[src/rtl/svo_tmds_out.sv]
// TMDS output stage: takes an AXI-stream pixel/control beat and produces three
// DVI 8b/10b symbols (B, G, R) after a fixed two-cycle pipeline.
module svo_tmds_out #(
   parameter int SVO_BITS_PER_PIXEL = 24
) (
   input  logic                          clk,
   input  logic                          reset,
   input  logic                          in_axis_tvalid,
   output logic                          in_axis_tready,
   input  logic [SVO_BITS_PER_PIXEL-1:0] in_axis_tdata,
   input  logic [3:0]                    in_axis_tuser,
   output logic [9:0]                    tmds_d0,
   output logic [9:0]                    tmds_d1,
   output logic [9:0]                    tmds_d2,
   output logic                          underflow
);

   localparam logic [9:0] IDLE_SYM = 10'b1101010100;

   typedef enum logic {SYNC, RUN} state_t;

   state_t state, state_next;
   logic   accept, take, set_uf;
   logic   b_ctrl, b_hs, b_vs;
   logic [7:0] b_d0, b_d1, b_d2;
   logic [8:0] qm0_c, qm1_c, qm2_c;

   logic       s1_ctrl, s1_hs, s1_vs;
   logic [8:0] s1_qm0, s1_qm1, s1_qm2;
   logic [3:0] s1_n10, s1_n11, s1_n12;
   logic signed [4:0] cnt0, cnt1, cnt2;
   logic [14:0] o0, o1, o2;

   function automatic logic [9:0] ctrl_sym(input logic [1:0] c);
      case (c)
         2'b00:   return 10'b1101010100;
         2'b01:   return 10'b0010101011;
         2'b10:   return 10'b0101010100;
         default: return 10'b1010101011;
      endcase
   endfunction

   // Prefix-XOR gives the XOR chain directly; the XNOR chain differs only by
   // inverting every odd-indexed bit.
   function automatic logic [8:0] tm_qm(input logic [7:0] d);
      logic [3:0] n;
      logic       xn;
      logic [7:0] p;
      n  = 4'($countones(d));
      xn = (n > 4'd4) || (n == 4'd4 && !d[0]);
      p  = d ^ (d << 1);
      p  = p ^ (p << 2);
      p  = p ^ (p << 4);
      return {~xn, p ^ (xn ? 8'hAA : 8'h00)};
   endfunction

   // Returns {next disparity, symbol}; diff is N1-N0 = 2*N1-8.
   function automatic logic [14:0] tm_out(input logic [8:0] qm, input logic [3:0] n1,
                                          input logic signed [4:0] cnt);
      logic signed [4:0] diff, nc;
      logic [9:0]        sym;
      diff = $signed({n1, 1'b0}) - 5'sd8;
      if (cnt == 5'sd0 || diff == 5'sd0) begin
         sym = {~qm[8], qm[8], qm[8] ? qm[7:0] : ~qm[7:0]};
         nc  = qm[8] ? cnt + diff : cnt - diff;
      end else if (cnt[4] == diff[4]) begin
         sym = {1'b1, qm[8], ~qm[7:0]};
         nc  = cnt + (qm[8] ? 5'sd2 : 5'sd0) - diff;
      end else begin
         sym = {1'b0, qm[8], qm[7:0]};
         nc  = cnt + diff - (qm[8] ? 5'sd0 : 5'sd2);
      end
      return {nc, sym};
   endfunction

   always_comb begin
      accept     = in_axis_tvalid & in_axis_tready;
      state_next = state;
      take       = 1'b0;
      set_uf     = 1'b0;
      case (state)
         SYNC: if (accept && in_axis_tuser[0]) begin
            take       = 1'b1;
            state_next = RUN;
         end
         RUN: if (accept) begin
            take = 1'b1;
         end else begin
            set_uf     = 1'b1;
            state_next = SYNC;
         end
         default: state_next = SYNC;
      endcase
      b_ctrl = take ? in_axis_tuser[3] : 1'b1;
      b_hs   = take & in_axis_tuser[1];
      b_vs   = take & in_axis_tuser[2];
      b_d0   = take ? in_axis_tdata[23:16] : '0;
      b_d1   = take ? in_axis_tdata[15:8]  : '0;
      b_d2   = take ? in_axis_tdata[7:0]   : '0;
      qm0_c  = tm_qm(b_d0);
      qm1_c  = tm_qm(b_d1);
      qm2_c  = tm_qm(b_d2);
      o0     = tm_out(s1_qm0, s1_n10, cnt0);
      o1     = tm_out(s1_qm1, s1_n11, cnt1);
      o2     = tm_out(s1_qm2, s1_n12, cnt2);
   end

   always_ff @(posedge clk) begin
      if (reset) begin
         state          <= SYNC;
         in_axis_tready <= 1'b0;
         underflow      <= 1'b0;
      end else begin
         state          <= state_next;
         in_axis_tready <= 1'b1;
         if (set_uf) underflow <= 1'b1;
      end
   end

   always_ff @(posedge clk) begin
      if (reset) begin
         s1_ctrl <= 1'b1;
         s1_hs   <= 1'b0;
         s1_vs   <= 1'b0;
         s1_qm0  <= '0;
         s1_qm1  <= '0;
         s1_qm2  <= '0;
         s1_n10  <= '0;
         s1_n11  <= '0;
         s1_n12  <= '0;
      end else begin
         s1_ctrl <= b_ctrl;
         s1_hs   <= b_hs;
         s1_vs   <= b_vs;
         s1_qm0  <= qm0_c;
         s1_qm1  <= qm1_c;
         s1_qm2  <= qm2_c;
         s1_n10  <= 4'($countones(qm0_c[7:0]));
         s1_n11  <= 4'($countones(qm1_c[7:0]));
         s1_n12  <= 4'($countones(qm2_c[7:0]));
      end
   end

   always_ff @(posedge clk) begin
      if (reset) begin
         cnt0    <= '0;
         cnt1    <= '0;
         cnt2    <= '0;
         tmds_d0 <= IDLE_SYM;
         tmds_d1 <= IDLE_SYM;
         tmds_d2 <= IDLE_SYM;
      end else if (s1_ctrl) begin
         cnt0    <= '0;
         cnt1    <= '0;
         cnt2    <= '0;
         tmds_d0 <= ctrl_sym({s1_vs, s1_hs});
         tmds_d1 <= ctrl_sym(2'b00);
         tmds_d2 <= ctrl_sym(2'b00);
      end else begin
         {cnt0, tmds_d0} <= o0;
         {cnt1, tmds_d1} <= o1;
         {cnt2, tmds_d2} <= o2;
      end
   end

endmodule

[config.mk]
export PLATFORM = sky130hd
export DESIGN_NAME = svo_tmds_out
export DESIGN_NICKNAME = d
export VERILOG_FILES = /design/src/rtl/svo_tmds_out.sv
export SDC_FILE = /design/constraint.sdc
export NUM_CORES = 1
export LEC_CHECK = 0
export BUFFER_PORTS_ARGS = -buffer_cell sky130_fd_sc_hd__buf_2
export CORE_MARGIN = 2
export CORE_UTILIZATION = 40
export CTS_CLUSTER_DIAMETER = 150
export DETAILED_ROUTE_END_ITERATION = 16
export GPL_ROUTABILITY_DRIVEN = 0
export MAX_ROUTING_LAYER = met4
export SYNTH_ARGS = -nofsm -noshare
export SYNTH_HDL_FRONTEND = slang
export SYNTH_SLANG_ARGS = --single-unit
[constraint.sdc]
create_clock -name clk -period 11.1 [get_ports clk]
set_input_delay 1.11 -clock clk [delete_from_list [all_inputs] [get_ports clk]]
set_output_delay 1.11 -clock clk [all_outputs]
set_load 0.005 [all_outputs]
## Word-level counts from Yosys, hierarchy flattened

Cells that the tools add are included.

- Add/subtract/negate cells: 60
- Multipliers: 0
- Div/mod/pow operators: 0
- Order comparisons: 3
- Eq/ne operators: 8
- Shift-type cells: 0
- Mux-type cells: 38
- Bitwise operators: 26
- Reduce and logical (&&, ||, !) cells: 22

Operators by type and width:

| kind | number |
|---|---|
| 8-bit XOR | 12 |
| 8-bit two-way mux | 9 |
| 10-bit two-way mux | 7 |
| 1-bit by 1-bit adder with 2-bit output | 24 |
| 5-bit two-way mux | 9 |
| 2-bit by 2-bit adder with 3-bit output | 12 |
| 5-bit zero test | 6 |
| 10-bit one-hot mux with 3 select lines | 1 |
| 5-bit subtractor | 6 |
| 3-bit by 3-bit adder with 4-bit output | 6 |
| 8-bit inverter | 3 |
| 5-bit by 3-bit adder with 5-bit output | 3 |
| 5-bit adder | 3 |
| 5-bit by 3-bit subtractor with 5-bit output | 3 |
| 5-bit subtractor (second input constant) | 3 |
| 4-bit by 3-bit equality test with 1-bit output (second input constant) | 3 |
| 4-bit by 3-bit greater-than comparator with 1-bit output (second input constant) | 3 |
| 2-bit two-way mux | 6 |
| 1-bit inverter | 8 |
| 1-bit logical OR | 6 |
| 1-bit two-way mux | 5 |
| 1-bit logical AND | 4 |
| 2-bit OR reduction | 2 |
| 1-bit AND | 3 |
| 6 further kinds | 10 |

- Bits in registers: 90
- Latch bits: 0
- Bits in writable memories: 0
- ROM bits: 0
- Input port bits: 31
- Output and inout port bits: 32
- Logic and storage cells: 175
- Memories: 0

## Longest topological paths before layout

Gate-level depths: netlist of the first run.

- Depth after elaboration: 16
- Gate-level depth with buffers: 24
- Gate-level depth less buffers: 21

## Worst setup path after synthesis of the first run

No wires, ideal clock.

- Path type: input -> register
- Start: in in_axis_tuser[0]
- End: reg s1_n11[2]
- Setup time: 0.128 ns
- Arrival time: 6.994 ns
- Data required time: 10.972 ns
- Path slack: 3.979 ns
- Stages: 23
- Path buffers: 3
- Cells stage by stage: o211a_1 > buf_6 > clkbuf_1 > clkbuf_1 > nand2_1 > fa_1 > fa_1 > fa_1 > inv_1 > ha_1 > fa_1 > o311ai_0 > o211ai_1 > xnor2_1 > xnor2_1 > fa_1 > fa_1 > inv_1 > ha_1 > inv_1 > fa_1 > xor2_1 > nor2_1

- Longest elaborated chain between the ends: 15
- Elaborated cells between the ends (all ways): 28
- Classes of those cells: add/sub: 14; order compare: 1; eq/ne: 1; mux: 4; bitwise: 4; reduce/logical: 4

Ends and longest elaborated chain:

| element | RTL line | text |
|---|---|---|
| start, declared | 11 | `input logic [3:0] in_axis_tuser,` |
| 1-bit logical AND * | 82 | `SYNC: if (accept && in_axis_tuser[0]) begin` |
| 1-bit two-way mux * | 82 |  |
| 1-bit one-hot mux with 2 select lines * | 81 | `case (state)` |
| 8-bit two-way mux * | 98 | `b_d1 = take ? in_axis_tdata[15:8] : '0;` |
| parallel branches: the longest is 7 deep, another holds 3-bit by 3-bit adder with 4-bit output | -- |  |
| 8-bit XOR * | 54 | `return {~xn, p ^ (xn ? 8'hAA : 8'h00)};` |
| 1-bit by 1-bit adder with 2-bit output (implied by the code) | 139 | `s1_n11 <= 4'($countones(qm1_c[7:0]));` |
| 2-bit by 2-bit adder with 3-bit output (implied by the code) | 139 |  |
| 3-bit by 3-bit adder with 4-bit output (implied by the code) * | 139 |  |
| end signal, assigned | 139 |  |
| end, declared | 30 | `logic [3:0] s1_n10, s1_n11, s1_n12;` |

Mark *: on every way between the ends.
A chain may end at the register's enable or synchronous reset.

## Worst setup path in the final report of the first run

Ends and elaborated chain as after synthesis.

==> impl_metrics.csv, run 1 <==
group,metric,value,unit
sta,post-route-min-period,6.964,ns
worst_setup_path,regToRegSetupSlack,4.57,ns
synthesis,yosys_warnings,0,
sta,slew_headroom,31.67,%
worst_setup_path,cp_cell_sequence,"buf_2 -> o211a_1 -> buf_4 -> nand2_1 -> fa_1 -> fa_1 -> fa_1 -> inv_1 -> ha_1 -> fa_1 -> o311ai_0 -> o211ai_1 -> xnor2_1 -> xnor2_1 -> fa_1 -> fa_1 -> inv_1 -> ha_1 -> inv_1 -> fa_1 -> xor2_1 -> nor2_1",
route,drt-initial-drc-count,196,
route,wirelength,11820,µm
grt,grt_antenna_before_repair,0,
route,vias_per_cell,4.786,
power_and_ir_drop,total_power,0.0009083,W
sta,final-setup-viol-count,0,
power_and_ir_drop,leakagePower,3.149,nW
grt,grt_overflow_total,0,
min_path,worstHoldStart,"s1_qm2[2]",
synthesis,yosys.area.top_type,"dfxtp_1",
worst_setup_path,critical_path.slowest_cell,"fa_1",
worst_setup_path,rr_worst_depth,21,
route,wl_per_cell,13.57,µm
placed_design,io_buffer_count,62,
synthesis,async_flop_share,0,%
worst_setup_path,cp_top_family,"adder cells",
floorplan,io_pins,63,
worst_setup_path,crit_required,11.31,ns
min_path,min_to,"tmds_d2[2]",
worst_setup_path,worst-setup-path-type,"in -> reg",
finish,drive_above_1_share,12.95,%
worst_setup_path,cp_num_buf_inv,5,
cts,clock_path_buffers,2,
floorplan,rows,44,
worst_setup_path,r2r_end,"s1_n11[2]",
sta,fin_worst_skew,0.003110,ns
cts,worstSkewPairLatency,0.34,ns
sta,worst_pin_slew,1.021,ns
synthesis,synth_ff_type,"dfxtp_1",
finish,final_cells,871,
grt,grt_usage,16.21,%
synthesis,postSynthCellCount,627,
status,outcome,"completed",
grt,grt_max_degree,38,
worst_setup_path,cp.arrival,7.17,ns
synthesis,ys_ff_latch,87,
worst_setup_path,start_kind,"input port",
synthesis,netlist_top_cells_area,"dfxtp_1, ha_1, fa_1, xnor2_1, inv_1",
worst_setup_path,end_kind,"register",
placed_design,placedCellCount,855,
sta,rsz0062_at_grt,"no",
cts,clk_pin_slew,0.06,ns
min_path,min_path_cells,2,
cts,cts_buffers,9,
worst_setup_path,regToRegStartpoint,"in_axis_tready",
sta,setup-tns-final,0,ns
cts,root_buffer,"clkbuf_16",
cts,post_cts_buffers,0,
finish,synthToLayoutAreaGrowth,14.17,%
cts,cts_tree,"yes",
placed_design,placed_area,6310,µm²
sta,drv_slew,0,
synthesis,avgSynthCellArea,9.309,µm²
synthesis,syn_area,5837,µm²
finish,nNetsFinal,810,
synthesis,synth_top_cell_area_share,29.84,%
synthesis,synth.most_common_cell,"dfxtp_1",
worst_setup_path,slowest_delay,0.58,ns
power_and_ir_drop,ir_drop,0.07237,mV
synthesis,synth_edf_count,0,
route,vias,4169,
power_and_ir_drop,p_per_area,136.3,nW/µm²
synthesis,ys_types,45,
floorplan,die_y,124.8,µm
cts,hold_buffers,0,
floorplan,coreArea,14370,µm²
synthesis,synthTopCellsByCount,"dfxtp_1, inv_1, xnor2_1",
floorplan,die_area,15570,µm²
min_path,hp-class,"reg -> reg",
grt,grt_pass1_wl,20190,µm
sta,fmax,143.6,MHz
cts,cts.sinks,87,
synthesis,yosysSeqAreaShare,29.84,%
worst_setup_path,cp_max_fo,37,
floorplan,die_w,124.8,µm
placed_design,hpwl,9229,µm
worst_setup_path,critPathMostFrequentCell,"fa_1",
finish,design_area,6664,µm²
job,drv_cap,0,
cts,cts_resized,0,
route,drtAntennaViolNets,0,
floorplan,start_util,40.62,%
route,drc,0,
sta,min_period_over_period,62.74,%
route,dr.pass1.iters,4,
finish,diodes,0,
grt,first_global_vias,4244,
finish,final_util,46.38,%
cts,cts.htree.levels,3,
synthesis,synth.net_count,755,
sta,hold_viol,0,
## registers in the layout (all words and copies together), names as in the netlist
signal	flops
cnt1	4
s1_n12	4
tmds_d0	10
s1_n10	4
s1_qm0	9
s1_vs	1
in_axis_tready	1
tmds_d2	10
cnt2	4
s1_n11	4
s1_qm2	9
s1_ctrl	1
state	1
s1_hs	1
underflow	1
s1_qm1	9
cnt0	4
tmds_d1	10
## final cells by class
class                      instances  area (µm²)
clock buffer                      10       239.0
clock inverter                     6       115.1
fill                            1341        7705
inverter                          69       259.0
multi-input combinational        451        3754
sequential                        87        1742
tap                              184       230.2
timing repair buffer              64       325.3
## cells in the final DEF, fill, tap and decap left out, types with 4 or more instances in the layout
| cell type | instances |
|---|---|
| nor2b_1 | 6 |
| a211oi_1 | 9 |
| a21o_1 | 17 |
| clkbuf_16 | 9 |
| inv_1 | 69 |
| and3_1 | 5 |
| dfxtp_1 | 87 |
| buf_2 | 62 |
| nor2_1 | 63 |
| o21ai_0 | 18 |
| nor3b_1 | 5 |
| nor3_1 | 8 |
| and2_1 | 12 |
| mux2i_1 | 4 |
| a21oi_1 | 20 |
| nand2_1 | 49 |
| xor2_1 | 25 |
| xnor2_1 | 67 |
| ha_1 | 61 |
| nand3_1 | 4 |
| fa_1 | 36 |
| o211ai_1 | 7 |
## worst max path at each step
stage                     start   endpoint  slack, ns  cells after the start
2_1_floorplan  in_axis_tuser[0]  s1_n11[2]       3.98                     23
3_3_place_gp   in_axis_tuser[0]  s1_n11[2]       4.03                     22
3_5_place_dp     in_axis_tvalid  s1_n11[2]       3.73                     22
4_1_cts        in_axis_tuser[0]  s1_n11[2]       4.10                     22
5_1_grt          in_axis_tvalid  s1_n11[2]       3.68                     22
6_report       in_axis_tuser[0]  s1_n11[2]       4.14                     22
## tightest hold or removal path, cell delays in order, from the launching register on
cell	delay, ns
dfxtp_1	0.32
xnor2_1	0.07
nand2_1	0.06
## per-stage QoR
step	setup slack (ns)	hold WS, ns
4_1_cts	4.095	0.4816
6_report	4.136	0.4822
2_1_floorplan	3.979	0.4438
3_5_place_dp	3.725	0.4652
5_1_grt	3.679	0.4963
3_3_place_gp	4.033	0.4683
## per-layer routing
layer,global-route usage (%),up-vias,share of wire (%)
met3,2.663,10,3.0
li1,-,2132,-
met4,4.627,0,1.1
met1,21.39,1963,49
met5,-,-,0
met2,25.84,64,46
## where the power goes
group          switching [W]  leakage, nW  total (W)  internal [W]
clock network       0.000127        0.170   0.000355      0.000228
logic               0.000116         2.27   0.000212     0.0000965
registers          0.0000155        0.707   0.000341      0.000325
## logic make-up (layout without fill, tap and decap cells)
kind of cell,after synthesis,in the layout,synth area share [%]
buffers and inverters,89,149,5.852
xor gates and xnor gates,94,94,14.49
muxes,7,7,1.393
AOI/OAI and AO/OA,91,91,10.53
adders and majority gates,97,97,25.42
DFF,87,87,29.84
and+or+nand+nor,162,162,12.48
No activity file was read; power rests on OpenSTA's default activity.
==> run 2, diff against run 1 <==
Settings changed: ABC_AREA set to 1.
Clock period 11.1 ns to 5.65 ns, I/O delays scaled along.
==> impl_metrics.csv, run 2 <==
group,metric,value,unit
status,outcome,"completed",
cts,cts_tree,"yes",
cts,cts_buffers,9,
finish,largestRegisters,"tmds_d0 (10), tmds_d1 (10), tmds_d2 (10)",
cts,root_buffer,"clkbuf_16",
finish,fill_cells,1534,
power_and_ir_drop,ir_drop,0.1402,mV
sta,fmax,178.7,MHz
synthesis,synth_edf_count,0,
finish,nNetsFinal,1069,
grt,grt_pass1_wl,22020,µm
worst_setup_path,start_kind,"register",
synthesis,yosys_warnings,0,
synthesis,synth.most_common_cell,"nand2_1",
power_and_ir_drop,p_per_area,232.0,nW/µm²
finish,mostFrequentLayoutCells,"nand2_1, inv_1, dfxtp_1, nand3_1, buf_2",
route,drtAntennaViolNets,0,
placed_design,io_buffer_count,62,
floorplan,rows,45,
grt,grt_max_degree,45,
synthesis,netlist_top_cells_area,"dfxtp_1, ha_1, fa_1, nand2_1, inv_1",
synthesis,synthTopCellsByCount,"nand2_1, inv_1, dfxtp_1",
cts,worstSkewPairLatency,0.34,ns
finish,final_common_cell,"nand2_1",
sta,fin_worst_skew,0.005040,ns
power_and_ir_drop,total_power,0.001763,W
synthesis,synth.net_count,951,
synthesis,yosys.area.top_type,"dfxtp_1",
worst_setup_path,worst-setup-path-type,"reg -> reg",
cts,clk_pin_slew,0.06,ns
sta,final-setup-viol-count,0,
route,vias,5246,
sta,hold_viol,0,
floorplan,die_w,128.6,µm
finish,synthToLayoutAreaGrowth,22.36,%
sta,worst_pin_slew,1.032,ns
floorplan,die_area,16540,µm²
cts,cts.sinks,87,
synthesis,synth_ff_type,"dfxtp_1",
synthesis,avgSynthCellArea,7.548,µm²
finish,drive_above_1_share,21.59,%
placed_design,place_ws,-0.3163,ns
synthesis,async_flop_share,0,%
sta,rsz0062_at_grt,"yes",
sta,slew_headroom,30.48,%
grt,grt_overflow_total,0,
route,drt-initial-drc-count,243,
route,drc,0,
cts,cts.htree.levels,3,
cts,hold_buffers,0,
finish,diodes,0,
sta,drv_slew,0,
route,wirelength,12850,µm
cts,clock_path_buffers,2,
synthesis,synth_top_cell_area_share,28.04,%
sta,min_period_over_period,99.06,%
synthesis,yosysSeqAreaShare,28.04,%
worst_setup_path,crit_required,5.85,ns
route,vias_per_cell,4.630,
power_and_ir_drop,leakagePower,4.015,nW
worst_setup_path,cp.arrival,5.80,ns
route,dr.pass1.iters,5,
job,drv_cap,0,
sta,worst_slack,0.05322,ns
grt,grt_antenna_before_repair,0,
min_path,hp-class,"reg -> reg",
synthesis,syn_area,6212,µm²
floorplan,die_y,128.6,µm
grt,first_global_vias,4814,
worst_setup_path,cp_max_fo,4,
floorplan,io_pins,63,
synthesis,postSynthCellCount,823,
grt,grt_usage,16.99,%
synthesis,ys_ff_latch,87,
floorplan,start_util,40.86,%
route,wl_per_cell,11.34,µm
floorplan,coreArea,15200,µm²
placed_design,hpwl,10430,µm
synthesis,ys_types,34,
sta,post-route-min-period,5.597,ns
worst_setup_path,end_kind,"register",
-- run 2: cell families (layout without fill, tap and decap cells) --
family	Yosys count	in the layout	share of synthesized area, %
AOI/OAI and AO/OA	105	105	9.688
DFF	87	87	28.04
and+or+nand+nor	340	340	23.75
xor gates and xnor gates	32	32	4.512
buffers and inverters	162	284	10.13
adders and majority gates	97	97	23.89
-- run 2: metal layers --
metal	up-vias	part of all wire, %	track usage (%)
met5	-	0	-
met2	83	43	25.31
met3	13	3.7	2.162
met4	0	1.3	5.243
met1	2343	52	24.09
li1	2807	-	-
-- run 2: power breakdown --
part,switching [W],internal [W]
combinational,0.000258,0.000203
sequential,0.0000311,0.000642
clock,0.000242,0.000387
total,0.000531,0.00123
-- run 2: what timing repair did --
action	CTS	global route
setup buffers	0	12
cloned	0	1
endpoints found under the setup margin	4	6
pin swaps	1	7
resized for setup	2	18
-- run 2: stage by stage --
step	cells	hold slack [ns]	TNS [ns]	utilization (%)	instance area (µm²)
3_3_place_gp	1105	0.4114	-1.088	46.76	7108
5_1_grt	1133	0.4269	-1.178	50.00	7601
2_1_floorplan	823	0.4006	-0.00006706	-	6271
4_1_cts	1120	0.4110	0	48.86	7428
3_5_place_dp	1105	0.4121	-1.677	46.76	7108
6_report	1133	0.4209	0	50.00	7601
-- run 2: path summary, 6_finish.rpt --
path              slack [ns]         end      startpoint  cells after the start
hold reg to reg         0.42  tmds_d1[3]       s1_qm1[3]                      1
hold / removal          0.42  tmds_d1[3]       s1_qm1[3]                      1
setup / recovery        0.05   s1_n10[1]  in_axis_tready                     26
setup reg to reg        0.05   s1_n10[1]  in_axis_tready                     26
-- run 2: layout make-up --
cell class / instances / area, µm² / area share (%)
Timing Repair Buffer: 124 / 822.0 / 10.81
Sequential cell: 87 / 1744 / 22.95
Multi-Input combinational cell: 574 / 3938 / 51.80
Clock buffer: 9 / 225.2 / 2.963
Clock inverter: 6 / 92.59 / 1.218
Tap cell: 188 / 235.2 / 3.095
Inverter: 145 / 544.3 / 7.160
-- run 2: critical path, stage by stage (launching register included) --
cell and delay [ns]:
dfxtp_2 0.36, nand2_4 0.08, nor2_4 0.18, buf_12 0.13, buf_6 0.09, nand2_4 0.04, fa_1 0.52, fa_1 0.45
fa_1 0.53, inv_1 0.04, ha_2 0.17, fa_1 0.45, nor2_2 0.10, nand3_2 0.09, a21oi_4 0.17, inv_2 0.06
nand2_2 0.09, nand2_2 0.06, nand2_2 0.05, nand2_2 0.06, fa_1 0.50, fa_1 0.41, inv_1 0.07, ha_2 0.17
inv_2 0.04, fa_2 0.52, nor2_2 0.03
